File: src/rtl/wb_arb_pkg.sv
// Shared types and the rotating-priority helper for the round-robin Wishbone arbiter.
package wb_arb_pkg;

    localparam int unsigned MAX_NM = 8;
    localparam int unsigned IDX_W  = 3;

    typedef enum logic {
        ARB_IDLE  = 1'b0,
        ARB_OWNED = 1'b1
    } arb_state_t;

    // First requester after 'last' in rotating order (last+1 .. last), one-hot; zero if none.
    function automatic logic [MAX_NM-1:0] rr_next(
        input logic [MAX_NM-1:0] req,
        input logic [IDX_W-1:0]  last,
        input int unsigned       nm
    );
        logic [MAX_NM-1:0] win;
        logic              found;
        int unsigned       idx;
        win   = '0;
        found = 1'b0;
        for (int unsigned k = 1; k <= MAX_NM; k++) begin
            idx = ({29'd0, last} + k) % nm;
            if (k <= nm && !found && req[idx[IDX_W-1:0]]) begin
                win[idx[IDX_W-1:0]] = 1'b1;
                found               = 1'b1;
            end
        end
        return win;
    endfunction

    // Index of the set bit of a one-hot vector.
    function automatic logic [IDX_W-1:0] onehot_idx(input logic [MAX_NM-1:0] vec);
        logic [IDX_W-1:0] idx;
        idx = '0;
        for (int unsigned i = 0; i < MAX_NM; i++) begin
            if (vec[i]) begin
                idx = i[IDX_W-1:0];
            end
        end
        return idx;
    endfunction

endpackage

File: src/rtl/wb_arb_watchdog.sv
// Watchdog for the arbiter: flags a strobe that has waited TIMEOUT cycles without ack.
module wb_arb_watchdog
    import wb_arb_pkg::*;
#(
    parameter int unsigned TIMEOUT = 255
) (
    input  logic clk,
    input  logic rst,
    input  logic active,
    input  logic ack,
    input  logic clear,
    output logic to_hit
);

    if (TIMEOUT > 0) begin : g_wd
        localparam int unsigned    CW    = $clog2(TIMEOUT + 1);
        localparam logic [CW-1:0]  LIMIT = CW'(TIMEOUT);

        logic [CW-1:0] cnt;

        // to_hit is independent of ack so the slave's ack path cannot loop back through stb.
        assign to_hit = active && (cnt == LIMIT);

        // Count stalled strobe cycles; clear on ack, on timeout, on ownership change or idle strobe.
        always_ff @(posedge clk or negedge rst) begin
            if (!rst) begin
                cnt <= '0;
            end else if (clear || ack || to_hit || !active) begin
                cnt <= '0;
            end else if (cnt != LIMIT) begin
                cnt <= cnt + CW'(1);
            end
        end
    end else begin : g_no_wd
        logic unused_wd;
        assign unused_wd = ^{clk, rst, active, ack, clear};
        assign to_hit    = 1'b0;
    end

endmodule

File: src/rtl/wb_rr_arbiter.sv
// Round-robin Wishbone arbiter: NM masters share one slave port, grant held for a whole cyc.
module wb_rr_arbiter
    import wb_arb_pkg::*;
#(
    parameter int unsigned NM      = 3,
    parameter int unsigned AW      = 32,
    parameter int unsigned DW      = 32,
    parameter int unsigned TIMEOUT = 255
) (
    input  logic            clk,
    input  logic            rst,
    input  logic [NM*AW-1:0] m_adr_i,
    input  logic [NM*DW-1:0] m_dat_i,
    input  logic [NM*4-1:0]  m_sel_i,
    input  logic [NM-1:0]    m_we_i,
    input  logic [NM-1:0]    m_cyc_i,
    input  logic [NM-1:0]    m_stb_i,
    output logic [DW-1:0]    m_dat_o,
    output logic [NM-1:0]    m_ack_o,
    output logic [NM-1:0]    m_err_o,
    output logic [AW-1:0]    s_adr_o,
    output logic [DW-1:0]    s_dat_o,
    output logic [3:0]       s_sel_o,
    output logic             s_we_o,
    output logic             s_cyc_o,
    output logic             s_stb_o,
    input  logic [DW-1:0]    s_dat_i,
    input  logic             s_ack_i,
    output logic [NM-1:0]    grant_o,
    output logic             busy_o
);

    arb_state_t         state;
    logic [NM-1:0]      grant;
    logic [IDX_W-1:0]   last;

    logic [MAX_NM-1:0]  req_ext;
    logic [MAX_NM-1:0]  win_ext;
    logic [NM-1:0]      win;
    logic [IDX_W-1:0]   win_idx;
    logic               owner_cyc;
    logic               owner_stb;
    logic               arb_take;
    logic               own_change;
    logic               to_hit;

    // Owner-selected slave-side signals; the registered one-hot grant drives the mux.
    always_comb begin
        owner_cyc = 1'b0;
        owner_stb = 1'b0;
        s_adr_o   = '0;
        s_dat_o   = '0;
        s_sel_o   = '0;
        s_we_o    = 1'b0;
        for (int unsigned i = 0; i < NM; i++) begin
            if (grant[i]) begin
                owner_cyc = m_cyc_i[i];
                owner_stb = m_stb_i[i];
                s_adr_o   = m_adr_i[i*AW +: AW];
                s_dat_o   = m_dat_i[i*DW +: DW];
                s_sel_o   = m_sel_i[i*4 +: 4];
                s_we_o    = m_we_i[i];
            end
        end
    end

    // Rotating-priority winner and whether this edge re-arbitrates.
    always_comb begin
        req_ext         = '0;
        req_ext[NM-1:0] = m_cyc_i;
        win_ext         = rr_next(req_ext, last, NM);
        win             = win_ext[NM-1:0];
        win_idx         = onehot_idx(win_ext);
        arb_take        = (state == ARB_IDLE) || !owner_cyc;
        own_change      = arb_take && (win != grant);
    end

    // Grant FSM: re-arbitrate when idle or when the owner has released cyc.
    always_ff @(posedge clk or negedge rst) begin
        if (!rst) begin
            state <= ARB_IDLE;
            grant <= '0;
            last  <= IDX_W'(NM - 1);
        end else if (arb_take) begin
            if (|win) begin
                state <= ARB_OWNED;
                grant <= win;
                last  <= win_idx;
            end else begin
                state <= ARB_IDLE;
                grant <= '0;
            end
        end
    end

    wb_arb_watchdog #(
        .TIMEOUT (TIMEOUT)
    ) u_wd (
        .clk    (clk),
        .rst    (rst),
        .active (owner_cyc && owner_stb),
        .ack    (s_ack_i),
        .clear  (own_change),
        .to_hit (to_hit)
    );

    assign grant_o = grant;
    assign busy_o  = |grant;
    assign s_cyc_o = owner_cyc & busy_o;
    assign s_stb_o = owner_stb & busy_o & ~to_hit;
    assign m_dat_o = s_dat_i;
    assign m_ack_o = grant & {NM{s_ack_i}};
    assign m_err_o = grant & {NM{to_hit & ~s_ack_i}};

endmodule

File: config.mk
export PLATFORM = sky130hd
export DESIGN_NAME = wb_rr_arbiter
export DESIGN_NICKNAME = d
export VERILOG_FILES = /design/src/rtl/wb_arb_pkg.sv /design/src/rtl/wb_arb_watchdog.sv /design/src/rtl/wb_rr_arbiter.sv
export SDC_FILE = /design/constraint.sdc
export NUM_CORES = 1
export LEC_CHECK = 0
export BUFFER_PORTS_ARGS = -buffer_cell sky130_fd_sc_hd__buf_2
export CAP_MARGIN = 20
export CELL_PAD_IN_SITES_DETAIL_PLACEMENT = 1
export CELL_PAD_IN_SITES_GLOBAL_PLACEMENT = 1
export CORE_AREA = 2 2 142 144
export CTS_BUF_LIST = sky130_fd_sc_hd__clkbuf_8
export CTS_CLUSTER_DIAMETER = 30
export DETAILED_ROUTE_END_ITERATION = 10
export DIE_AREA = 0 0 144 146
export PLACE_DENSITY = 0.66
export SLEW_MARGIN = 5
export SYNTH_ARGS = -nofsm -noshare
export SYNTH_HDL_FRONTEND = slang
export SYNTH_HIERARCHICAL = 1
export SYNTH_SLANG_ARGS = --single-unit
File: constraint.sdc
create_clock -name clk -period 13.3 [get_ports clk]
set_input_delay 0 -clock clk [delete_from_list [all_inputs] [get_ports clk]]
set_output_delay 0 -clock clk [all_outputs]
set_load 0.005 [all_outputs]
Word level (Yosys, flattened, before mapping)
Index checks and enable logic that the tools add are counted.

Flip-flop bits (word level): 15. Word-level logic and storage cells: 97. Output and inout bits: 113. Bits of input ports: 248.

Multiplexer cells: 46. Order comparisons: 6. Bitwise operators: 11. $add $sub $neg: 4. Eq/ne operators: 3. Reductions and logical operators: 20. Div/mod/pow operators: 3.

Operator list (number): 32-bit two-way mux (6); 32-bit by 2-bit remainder unit with 32-bit output (second input constant) (3); 8-bit two-way mux (5); 3-bit two-way mux (7); 1-bit two-way mux (19); 8-bit OR (2); 3-bit by 4-bit less-than comparator with 1-bit output (second input constant) (3); 4-bit two-way mux (3); 1-bit binary-select mux with 3-bit select (3); 1-bit demux with 3-bit select (3); 3-bit by 1-bit greater-or-equal comparator with 1-bit output (second input constant) (3); 3-bit by 2-bit adder with 4-bit output (second input constant) (2); 8-bit by 1-bit adder with 8-bit output (second input constant) (1); 8-bit == test (second input constant) (1); 1-bit logical AND (8); 8-bit inequality test (second input constant) (1); 3-bit bitwise AND (2); 3-bit OR reduction (2); 3-bit by 1-bit adder with 4-bit output (second input constant) (1); 1-bit bitwise AND (4); 1-bit zero test (4); 1-bit logical OR (4); 3-bit inequality test (1); 1-bit inverter (3); 2 further kinds (2).

Logic depth before layout (Yosys ltp)
Depth after elaboration: 18. Gate-level depth with buffers: 23. Depth with buffers taken out: 21.

Modules after synthesis
Netlist, hierarchy kept.

Modules (own cells, without submodules): wb_rr_arbiter (area an instance 3161.8 µm², cells an instance 487, times used 1, sequential area each 176.4 µm²); wb_arb_watchdog (area an instance 381.6 µm², cells an instance 38, times used 1, sequential area each 200.2 µm²).

Worst setup path before layout
No wires, ideal clock.

Kind: register -> register. From: register last[0]. To: register u_wd.g_wd.cnt[5]. Setup time: 0.073 ns. Required time: 13.227 ns. Slack: 8.271 ns. Arrival time: 4.955 ns. Period minus slack after synthesis: 5.029 ns. Cell stages (with the launch flop): 23. Path buffers: 3. Cells stage by stage: dfrtp_1 > buf_2 > buf_1 > inv_1 > ha_1 > ha_1 > ha_1 > a31oi_1 > nand2_1 > xnor2_1 > ha_1 > or2_2 > o32a_1 > buf_2 > mux2i_1 > o311ai_1 > a22oi_1 > o21ai_2 > xor2_1 > a31oi_1 > or3b_4 > o21bai_1 > a21oi_2.

Longest elaborated chain between the ends: 17. Elaborated cells on any way between the ends: 45. Those cells by class: add/sub (3); div (3); order compare (6); eq/ne (1); mux (18); bitwise (2); reduce/logical (12).

Ends and longest elaborated chain: from (decl) (RTL line wb_rr_arbiter.sv:35) `logic [IDX_W-1:0] last;`; from (signal assigned) (RTL line wb_rr_arbiter.sv:83) `last <= IDX_W'(NM - 1);`; from (signal assigned) (RTL line wb_rr_arbiter.sv:88) `last <= win_idx;`; 3-bit by 1-bit adder with 4-bit output (RTL line wb_arb_pkg.sv:24) `idx = ({29'd0, last} + k) % nm;`; 32-bit by 2-bit remainder unit with 32-bit output (RTL line wb_arb_pkg.sv:24); 3-bit by 4-bit less-than comparator with 1-bit output (implied by the code) (tied with other cells) (RTL line wb_arb_pkg.sv:26) `win[idx[IDX_W-1:0]] = 1'b1;`; 1-bit logical AND (implied by the code) or 1-bit two-way mux (tied branches) (RTL line wb_arb_pkg.sv:26, wb_arb_pkg.sv:25); 1-bit two-way mux (on tied branches) (RTL line wb_arb_pkg.sv:26, wb_arb_pkg.sv:25); 1-bit demux with 3-bit select or 1-bit zero test (tied branches) (RTL line wb_arb_pkg.sv:26, wb_arb_pkg.sv:25); 8-bit two-way mux or 1-bit logical AND (tied branches) (RTL line wb_arb_pkg.sv:25) `if (k <= nm && !found && req[idx[IDX_W-1:0]]) begin`; 8-bit OR (no line) or 1-bit two-way mux (tied branches); 8-bit two-way mux or 1-bit zero test (tied branches) (RTL line wb_arb_pkg.sv:25); 8-bit OR (no line) or 1-bit logical AND (tied branches); 8-bit two-way mux (*) (RTL line wb_arb_pkg.sv:25); 3-bit inequality test (*) (RTL line wb_rr_arbiter.sv:75) `own_change = arb_take && (win != grant);`; 1-bit logical AND (*) (RTL line wb_rr_arbiter.sv:75); net own_change (RTL line wb_rr_arbiter.sv:44) `logic own_change;`; 1-bit logical OR (*) (3 in series) (RTL line wb_arb_watchdog.sv:28) `end else if (clear || ack || to_hit || !active) begin`; 8-bit two-way mux or 2-bit nonzero test (tied branches); to (signal assigned) (RTL line wb_arb_watchdog.sv:31) `cnt <= cnt + CW'(1);`; to (decl) (RTL line wb_arb_watchdog.sv:19) `logic [CW-1:0] cnt;`.

The timed path passes the listed nets; every way through them passes the cells marked *. The select of a mux whose other input is x is not followed. A chain may end at the register's enable or synchronous reset.

Worst setup path after layout
From: register last[2]. To: register u_wd.g_wd.cnt[3].

Same word-level chain as after synthesis.

==> summary.md <==
| Metric | Value |
|---|---|
| Clock transition at path regs | 70 ps |
| Storage element area | 381.6 µm² |
| Min Clock Period, post-route | 5604 ps |
| Post-synthesis cell area | 3543 µm² |
| Dpl cell area | 4987 µm² |
| Vias/cell | 4.632 |
| Htree depth | 1 |
| Max FO, Critical Path | 11 |
| Drt pass-1 iters | 4 |
| Rel. slew slack | 0.4285 |
| Pwr Density | 213.0 nW/µm² |
| Post-cts sizing count | 0 |
| Clock Sinks | 15 |
| Largest net degree at the start of global routing | 98 |
| Leading area contributor after synthesis | a22oi_1 |
| Leak Pwr | 2.388 nW |
| Post-Layout Inst Area | 5044 µm² |
| Skew-Pair Late Insertion Delay | 250 ps |
| Number of buffers created by CTS | 3 |
| Unrepaired setup endpoints after global routing | false |
| Synth Net Count | 794 |
| Max-cap viol count | 0 |
| Met2 routed wirelength | 9.423 mm |
| # fillers | 2,505 |
| Syn-to-layout area delta | 42.34% |
| Post-CTS Setup Inserts | 0 |
| Final core occ | 0.2609 |
| Number of antenna violations at the first check in global routing | 0 |
| Detail Route Antenna Nets | 0 |
| Met1 Routed Length | 8.039 mm |
| Final setup violation count | 0 |
| Hold buffer count at cts | 1 |
| Die footprint | 21,020 µm² |
| Initial core utilization | 0.1833 |
| Post-synth EDFFs | 0 |
| Fin. Hold Viols | 0 |
| Die Ht | 146 µm |
| Sequential fraction of the synthesis area | 0.1063 |
| # IOs | 361 |
| DP Worst Slack | 7730 ps |
| Routed vias | 4,734 |
| Vias in the first global route | 4,758 |
| DPL Wire Length | 16.07 mm |
| Synth top area share | 0.1525 |
| Final setup margin | 7696 ps |
| Routed wl met3 | 1.514 mm |
| Max Clk Rate | 178.4 MHz |
| Area contributors post-synth | a22oi_1 15%, o21ai_0 10%, nand2_1 10% |
| Footprint of the multi-input gates | 2703 µm² |
| Post-synthesis cell count | 525 |
| WS Path Type | flop to flop |
| CTS max path bufs | 2 |
| Top flip-flop cell by instance count after synthesis | dfrtp_1 |
| Setup tns final | 0 ps |
| Worst R2R Start | last[2] |
| Layout cells sized above 1 | 0.4293 |
| Tcrit/Tclk final | 0.4213 |
| CTS Root Cell | clkbuf_8 |
| DRC viols | 0 |
| Core area | 19,330 µm² |
| TritonCTS clock tree | built |
| Die X-Extent | 144 µm |
| Placer congestion estimate | 0.7658 |
| Final WL | 19.11 mm |
| Crit path from | last[2] |
| GRT Util Overall | 0.1719 |
| ANT cells | 0 |
| Hold path start | s_dat_i[16] |
| Critical path arrival | 5780 ps |
| CP required | 13,480 ps |
| Yosys cell types | 69 |
| Final clock skew | 9.466 ps |
| Total grt overflow | 0 |
| First-pass GRT wire length | 27.90 mm |
| Worst Hold Class | input pin to output port |
| FP Rows | 51 |
| Initial drt markers | 184 |
| DR top layer | met4 |
| Nets | 1,027 |
| Worst setup SP type | flop |
| Status | finished clean |
| Routed len/inst | 18.70 µm |
| Syn_area_per_cell | 6.749 µm² |
| #FFs+latches synth | 15 |
| Crit. End Element | flop |
| Slew Viols, Final | 0 |
| IO buf count | 296 |
| Count of warnings emitted by yosys | 6 |
| Slew @ Worst Pin | 857.3 ps |
| Post-synthesis async set-or-reset flop share | 1.000 |
| Worst IR drop on VDD | 0.06768 mV |
==> final cells by class <==
type	count	share of cell area
Clock inverter	1	0.0009923
Clock buffer	3	0.008187
Sequential cell	15	0.07566
Tap cell	265	0.06574
Timing Repair Buffer	301	0.3017
Multi-Input combinational cell	421	0.5358
Inverter	16	0.01191
==> per-stage QoR <==
| step | power [mW] | hold WS, ps | instances |
|---|---|---|---|
| after global placement | 1.029 | -65.63 | 1017 |
| after CTS | 1.087 | 0.03458 | 1022 |
| final | 1.074 | 0.001789 | 1022 |
| after detailed placement | 1.041 | -66.14 | 1017 |
| after global routing | 1.192 | 0.01744 | 1022 |
| after floorplan | 0.7172 | -295.6 | 525 |
==> power breakdown <==
| group | switching, mW | internal [mW] | total [mW] |
|---|---|---|---|
| clock | 0.0168 | 0.0208 | 0.0375 |
| sequential | 0.0224 | 0.0590 | 0.0814 |
| combinational | 0.570 | 0.385 | 0.955 |
| total | 0.610 | 0.465 | 1.07 |
==> layer usage <==
layer / vias up / track usage
met5: - / 0
met1: 2180 / 0.2210
met3: 6 / 0.04047
met4: 0 / 0.01863
met2: 202 / 0.2998
li1: 2346 / -
==> cell families (layout without fill, tap and decap cells) <==
logic type,count (synthesis),in the layout,share of synthesized area
AOI/OAI and AO/OA,206,206,0.3912
xor gates and xnor gates,14,14,0.04202
adders and majority gates,21,21,0.07415
buffers and inverters,89,321,0.1331
DFF,15,15,0.1063
muxes,5,5,0.01448
and+or+nand+nor,175,175,0.2387
==> flip-flops by register name, indices dropped and copies added (netlist names) <==
register       flops
grant_o            3
state              1
u_wd/g_wd.cnt      8
last               3
==> cell usage in the layout (no fill, tap or decap), types with 5 or more instances in the layout <==
cell type  instances
inv_1             16
nand2_1           95
nor3b_1            5
a21oi_1           12
or3_1              5
nor2b_1            5
and2_1             8
dfrtp_1           12
buf_2            296
xnor2_1            7
ha_1              21
xor2_1             5
o21ai_0           74
nand3_1           12
a22oi_1           72
nor2_1            18
==> worst max-delay path, stage by stage (launching register included) <==
cell and delay [ps]:
dfrtp_1 660, ha_1 470, nand2_2 140, nand2_1 120, inv_1 50, ha_1 220, ha_1 250, a31oi_1 350
nand2_1 170, xnor2_1 170, ha_1 260, or2_2 300, o32a_1 280, mux2i_1 160, o311ai_1 350, a22oi_1 160
o21ai_2 320, xor2_1 180, a31oi_1 100, or3b_4 420, o21bai_1 240, nor2_1 140
==> synth_stat cells (3+ instances only) <==
cell      instances
a211o_1           4
a21oi_1          12
a22oi_1          72
a31oi_1           4
and2_1            8
buf_4            32
clkbuf_1         35
dfrtp_1          14
ha_1             21
inv_1            16
mux2i_1           4
nand2_1          95
nand2b_1          4
nand3_1          12
nand4_1           4
nor2_1           18
nor2b_1           6
nor3b_1           5
o21ai_0          74
o21ai_1           4
o22ai_1           4
o41ai_1           3
or3_1             5
xnor2_1           7
xor2_1            5
==> path summary, 6_finish.rpt <==
check,endpoint,slack [ps],depth (start not counted)
worst max-delay path,u_wd/g_wd.cnt[3],7700,21
worst min-delay path,m_dat_o[16],0.002,0
worst max register to register,u_wd/g_wd.cnt[3],7700,21
worst min register to register,u_wd/g_wd.cnt[0],500,1
max in group asynchronous,last[1],12800,2
min in group asynchronous,grant_o[2],200,2
Power figures use the tool's default switching activity.
